==> src/rtl/image_nav_buttons.sv <==
// image_nav_buttons: synchronise and debounce front-panel buttons, emit press/release/repeat pulses,
// and track the displayed image index with a one-cycle delete request.
module image_nav_buttons #(
    parameter int                 NUM_BTN         = 3,
    parameter int                 DEBOUNCE_CYCLES = 65536,
    parameter int                 HOLD_CYCLES     = 50000000,
    parameter int                 REPEAT_CYCLES   = 10000000,
    parameter logic [NUM_BTN-1:0] REPEAT_MASK     = NUM_BTN'(3'b011),
    parameter int                 NUM_IMAGES      = 4,
    parameter int                 INDEX_W         = 2,
    parameter bit                 WRAP            = 1'b1
) (
    input  logic               clk,
    input  logic               reset,
    input  logic [NUM_BTN-1:0] btn_raw,
    output logic [NUM_BTN-1:0] btn_level,
    output logic [NUM_BTN-1:0] btn_press,
    output logic [NUM_BTN-1:0] btn_release,
    output logic [NUM_BTN-1:0] btn_repeat,
    output logic [INDEX_W-1:0] image_index,
    output logic               index_changed,
    output logic               delete_flag
);
    localparam int DW = $clog2(DEBOUNCE_CYCLES);
    localparam int HMAX = HOLD_CYCLES > REPEAT_CYCLES ? HOLD_CYCLES : REPEAT_CYCLES;
    localparam int HW = $clog2(HMAX);
    // Delete must never auto-repeat, whatever the mask says
    localparam logic [NUM_BTN-1:0] RMASK = REPEAT_MASK & ~(NUM_BTN'(3'b100));
    localparam logic [INDEX_W-1:0] LAST = INDEX_W'(NUM_IMAGES - 1);

    typedef enum logic [1:0] {IDLE, HOLD, REPEAT} state_t;

    logic [NUM_BTN-1:0] s0, s1;

    always_ff @(posedge clk) begin
        if (reset) begin
            s0 <= '0;
            s1 <= '0;
        end else begin
            s0 <= btn_raw;
            s1 <= s0;
        end
    end

    for (genvar i = 0; i < NUM_BTN; i++) begin : g_ch
        logic [DW-1:0] dcnt;
        logic [HW-1:0] hcnt, hcnt_nxt;
        logic          lvl, prs, rls, rep, rep_nxt, accept, lvl_nxt;
        state_t        state, state_nxt;

        assign accept  = (s1[i] != lvl) && dcnt == DW'(DEBOUNCE_CYCLES - 1);
        assign lvl_nxt = accept ? s1[i] : lvl;

        assign btn_level[i]   = lvl;
        assign btn_press[i]   = prs;
        assign btn_release[i] = rls;
        assign btn_repeat[i]  = rep;

        always_ff @(posedge clk) begin
            if (reset) begin
                dcnt  <= '0;
                lvl   <= 1'b0;
                prs   <= 1'b0;
                rls   <= 1'b0;
                rep   <= 1'b0;
                state <= IDLE;
                hcnt  <= '0;
            end else begin
                dcnt  <= (s1[i] == lvl || accept) ? '0 : dcnt + 1'b1;
                lvl   <= lvl_nxt;
                prs   <= accept & s1[i];
                rls   <= accept & ~s1[i];
                rep   <= rep_nxt;
                state <= state_nxt;
                hcnt  <= hcnt_nxt;
            end
        end

        // The FSM looks at the next debounced level so repeat never coincides with release
        always_comb begin
            state_nxt = state;
            hcnt_nxt  = hcnt + 1'b1;
            rep_nxt   = 1'b0;
            case (state)
                IDLE: begin
                    hcnt_nxt = '0;
                    if (accept) state_nxt = HOLD;
                end
                HOLD: if (hcnt == HW'(HOLD_CYCLES - 1)) begin
                    rep_nxt   = 1'b1;
                    state_nxt = REPEAT;
                    hcnt_nxt  = '0;
                end
                REPEAT: if (hcnt == HW'(REPEAT_CYCLES - 1)) begin
                    rep_nxt  = 1'b1;
                    hcnt_nxt = '0;
                end
                default: state_nxt = IDLE;
            endcase
            if (!RMASK[i] || !lvl_nxt) begin
                state_nxt = IDLE;
                hcnt_nxt  = '0;
                rep_nxt   = 1'b0;
            end
        end
    end

    logic               up, dn;
    logic [INDEX_W-1:0] inc, dec, idx_nxt;

    assign up      = btn_press[1] | btn_repeat[1];
    assign dn      = btn_press[0] | btn_repeat[0];
    assign inc     = image_index == LAST ? (WRAP ? '0 : LAST) : image_index + 1'b1;
    assign dec     = image_index == '0 ? (WRAP ? LAST : '0) : image_index - 1'b1;
    assign idx_nxt = (up & ~dn) ? inc : (dn & ~up) ? dec : image_index;

    always_ff @(posedge clk) begin
        if (reset) begin
            image_index   <= '0;
            index_changed <= 1'b0;
            delete_flag   <= 1'b0;
        end else begin
            image_index   <= idx_nxt;
            index_changed <= idx_nxt != image_index;
            delete_flag   <= btn_press[2];
        end
    end
endmodule

==> config.mk <==
export PLATFORM = sky130hd
export DESIGN_NAME = image_nav_buttons
export DESIGN_NICKNAME = d
export VERILOG_FILES = /design/src/rtl/image_nav_buttons.sv
export SDC_FILE = /design/constraint.sdc
export NUM_CORES = 1
export LEC_CHECK = 0
export BUFFER_PORTS_ARGS = -buffer_cell sky130_fd_sc_hd__buf_2
export CAP_MARGIN = 20
export CORE_MARGIN = 3
export CORE_UTILIZATION = 45
export CTS_BUF_LIST = sky130_fd_sc_hd__clkbuf_16
export DETAILED_ROUTE_END_ITERATION = 12
export GPL_ROUTABILITY_DRIVEN = 1
export MAX_ROUTING_LAYER = met4
export PLACE_DENSITY = 0.65
export SLEW_MARGIN = 5
export SYNTH_ARGS = -nofsm -noshare
export SYNTH_HDL_FRONTEND = slang
export SYNTH_SLANG_ARGS = --single-unit
==> constraint.sdc <==
create_clock -name clk -period 2.51 [get_ports clk]
set_clock_uncertainty 0.05 [all_clocks]
set_input_delay 0.251 -clock clk [delete_from_list [all_inputs] [get_ports clk]]
set_output_delay 0.251 -clock clk [all_outputs]
set_load 0.05 [all_outputs]
======== After elaboration in Yosys (flattened, before gate mapping) ========
Cells that the tools add are included.
storage, ports and cells
  register bits ........................... 125
  input bits .............................. 5
  output and inout port bits .............. 16
  logic and storage cells ................. 112
operators by class
  add/sub/neg operators ................... 7
  equality and inequality tests ........... 23
  mux-type cells .......................... 24
  bitwise operators ....................... 19
  reduce and logical (&&, ||, !) cells .... 16
operator list
  kind                                             count
  case mux 26 bit (3 select lines)                 2
  2-to-1 mux 26 bit                                4
  adder 26 x 1 -> 26 bit, second input constant    2
  == test 26 x 24 -> 1 bit, second input constant  2
  == test 26 bit, second input constant            2
  adder 16 x 1 -> 16 bit, second input constant    3
  == test 16 bit, second input constant            3
  2-to-1 mux 2 bit                                 8
  case mux 2 bit (3 select lines)                  2
  OR reduction 2 bit                               5
  NOT 1 bit                                        9
  AND 1 bit                                        8
  inequality test 2 bit, second input constant     4
  == test 2 bit, second input constant             3
  zero test 2 bit                                  3
  2-to-1 mux 1 bit                                 6
  AND reduction 3 bit                              2
  == test 2 x 1 -> 1 bit, second input constant    2
  case mux 1 bit (2 select lines)                  2
  == test 1 bit                                    3
  logical AND 1 bit                                3
  logical OR 1 bit                                 3
  inequality test 1 bit                            3
  adder 2 x 1 -> 2 bit, second input constant      1
  3 further kinds                                  4

======== Longest topological paths before layout ========
  word-level depth ........................ 6
  mapped depth ............................ 7
  mapped depth without buffers ............ 7

======== Worst setup path after synthesis ========
Ideal clock, no wire load.
  path type ............................... register to register
  from .................................... reg g_ch[1].hcnt[0]
  to ...................................... reg g_ch[1].hcnt[17]
  setup time .............................. 0.117 ns
  data arrival time ....................... 2.302 ns
  data required time ...................... 2.343 ns
  setup slack ............................. 0.040 ns
  stages on the path, launching flop included .. 8
  path buffers ............................ 1
  period minus slack after synthesis ...... 2.470 ns
  path through ............................ dfxtp_1 -> ha_1 -> or4b_1 -> nor4_1 -> a21boi_0 -> o31ai_2 -> buf_2 -> nor2_1
on the way
  word-level cells in the longest chain between the ends .. 3
  elaborated cells on any way between the ends .. 6
  classes of those cells .................. 1 x add/sub; 2 x eq/ne; 3 x mux
RTL lines
  what                                            line    text
  from (decl)                                     47      logic [HW-1:0] hcnt, hcnt_nxt;
  from (signal assigned)                          75      hcnt <= hcnt_nxt;
  adder 26 x 1 -> 26 bit (tied with other cells)  82      hcnt_nxt = hcnt + 1'b1;
  2-to-1 mux 26 bit (on tied branches)            94, 89
  case mux 26 bit (3 select lines) (*)            84      case (state)
Every way passes the cells marked *; elsewhere a longest branch is shown, timed or not.
A chain may end at the register's enable or synchronous reset.

======== Final worst setup path ========
  from .................................... reg g_ch[0].hcnt[24]
  to ...................................... reg g_ch[0].hcnt[12]
on the way
  word-level cells in the longest chain between the ends .. 3
  elaborated cells on any way between the ends .. 5
  classes of those cells .................. 2 x eq/ne; 3 x mux
RTL lines
  what                                                        line
  from (decl)                                                 47
  from (signal assigned)                                      75
  == test 26 x 24 -> 1 bit or == test 26 bit (tied branches)  94, 89
  2-to-1 mux 26 bit (on tied branches)                        94, 89
  case mux 26 bit (3 select lines) (*)                        84
Marks and branches as above.

==> impl_metrics.tcl <==
set metrics [dict create \
    endpoint_kind "register" \
    min_period_ps 2419 \
    netlist_instances 623 \
    hold_violations 0 \
    fmax_mhz 413.4 \
    register_area_sq_um 2502 \
    placedCellCount 796 \
    crit_path_max_fanout 13 \
    port_buffers 19 \
    dieArea_sq_um 13770 \
    yosysMostFrequentCell "dfxtp_1" \
    tightestPinTransition_ps 638.0 \
    drc_errors 0 \
    synthArstFlopShare 0 \
    yosysWarnings 0 \
    ant_nets 0 \
    stdcell_area_sq_um 6439 \
    cts_max_path_buffers 2 \
    multi_input_comb_area_sq_um 2851 \
    grt_overflow 0 \
    synth.largest_area_cell "dfxtp_1" \
    synth_flop_cell "dfxtp_1" \
    cts.clk_slew.worst_paths_ps 50 \
    syn_area_sq_um 5579 \
    hold_path.class "in -> reg" \
    clock_latency_ps 410 \
    cts_resized 0 \
    cts_tree "yes" \
    ioPinCount 21 \
    wire_per_inst_um 12.78 \
    grt_pass1_wl_um 18670 \
    area_delta_synth_final_pct 15.41 \
    irDropWorstVdd_mv 0.4534 \
    instances_no_fill 828 \
    grt_pass1_vias 4149 \
    total_leakage_power_nw 2.141 \
    synthTopCellsByArea "dfxtp_1, xor2_1, nor2_1" \
    grt_usage 0.1661 \
    synth_seq_area_share 0.4485 \
    syn-num-nets 643 \
    post_cts.repair.setup_buffers 0 \
    status "finished clean" \
    cts_root_buffer "clkbuf_16" \
    num_rows 40 \
    rsz0062_at_grt "true" \
    drive_gt1_frac 0.1076 \
    cts_inserted_buffers 17 \
    final_max_slew_viol_count 0 \
    synth_edf_count 0 \
    n_antenna_cell 0 \
    core_sq_um 12060 \
    via_count 4235 \
    finalWirelength_um 10580 \
    die_height_um 117.3 \
    synthTopCellsByCount "dfxtp_1, nor2_1, xor2_1, xnor2_1, nand2_1" \
    h-tree-depth 4 \
    power.total_mw 4.503 \
    fillers 1070 \
    relSlewSlack 0.5731 \
    grt_max_degree 27 \
    initial_core_util 0.4626 \
    nNetsFinal 667 \
    cts_sinks 125 \
    gp_congestion 0.8387 \
    syn_area_per_cell_sq_um 8.955 \
    arrival_ps 2660 \
    place_area_sq_um 5831 \
    antenna_found_initial 0 \
    hold_ws_ps 29.97 \
    p_per_area_nw_per_um2 699.4 \
    drt_iter0_drc 294 \
    path_class "reg -> reg" \
    die_w_um 117.3 \
    ys_types 49 \
    setup_viol 0 \
    cap_violations 0 \
    ys_ff_latch 125 \
    postCtsHoldBufs 0 \
    start_kind "register" \
    hpwl_um 7187 \
    crit_required_ps 2760 \
    first_pass_iters 4 \
    timing.final.crit_share 0.9637 \
    yosys.area.top_type_share 0.4485 \
    routed_via_density 5.115 \
]
## through the flow
stage | utilization | TNS [ps] | setup slack (ps)
CTS | 0.5330 | 0 | 19.60
global placement | 0.4834 | 0 | 121.0
finish | 0.5338 | 0 | 91.09
global route | 0.5338 | -294.9 | -24.12
floorplan | - | 0 | 40.35
detailed placement | 0.4834 | 0 | 47.53
## power breakdown
group,total (mW),switching (mW),internal (mW)
Clock,2.45,0.896,1.56
Combinational,0.0504,0.0339,0.0166
Sequential,2.00,0.00767,1.99
Total,4.50,0.938,3.57
## worst max-delay path: stages, from the launching register on
cell and delay (ps):
dfxtp_1 320, or4b_1 530, or4_4 570, o31a_1 290, o31ai_4 240, buf_4 240
nor2_1 70
## flip-flops by register name (all words and copies together), names as in the netlist, 2 cells and up
signal	cells
g_ch.dcnt	48
s0	3
g_ch.rls	3
g_ch.prs	3
g_ch.lvl	3
g_ch.state	4
g_ch.rep	2
g_ch.hcnt	52
s1	3
image_index	2
## placed cells by master, fill, tap and decap left out, types with 3 or more instances in the layout
cell	n
a21oi_1	6
nor4b_1	3
and3_1	11
buf_4	12
or3_1	6
bufinv_16	3
nor4_1	11
and4_1	14
clkbuf_16	17
nand2b_1	8
inv_1	20
ha_1	15
nor2b_1	8
xor2_1	49
dfxtp_1	125
buf_2	19
o21ai_0	5
nand4_1	30
nand2_1	40
nand3_1	34
xnor2_1	41
mux2i_1	5
nor2_1	112
nor3_1	18
clkinvlp_4	4
## per-layer routing
layer,track usage,share of wire,up-vias
li1,-,-,2177
met1,0.1971,0.47,2002
met5,-,0,-
met2,0.2710,0.49,40
met3,0.03954,0.025,16
met4,0.07111,0.013,0
## worst paths after layout
kind	cells past startpoint	slack, ps	from	end
worst max-delay path	6	90	g_ch[0].hcnt[24]	g_ch[0].hcnt[12]
worst min-delay path	2	30	btn_raw[0]	s0[0]
worst max register to register	6	90	g_ch[0].hcnt[24]	g_ch[0].hcnt[12]
worst min register to register	1	400	s0[2]	s1[2]
## kinds of logic after synthesis
logic type,after synthesis,share of synthesized area
buffers and inverters,46,0.04216
other,1,0.0006722
flip-flops,125,0.4485
AND/OR/NAND/NOR,313,0.2862
multiplexers,5,0.008971
adder cells (fa/ha/maj),15,0.03364
XOR/XNOR,90,0.1413
AO/OA/AOI/OAI,28,0.03857
## final cells by class
class | count | share of cell area
multi-input combinational | 452 | 0.4429
timing repair buffer | 32 | 0.03187
inverter | 19 | 0.01108
tap | 168 | 0.03265
sequential | 125 | 0.3887
clock inverter | 15 | 0.02682
clock buffer | 17 | 0.06607
Power figures use the tool's default switching activity.
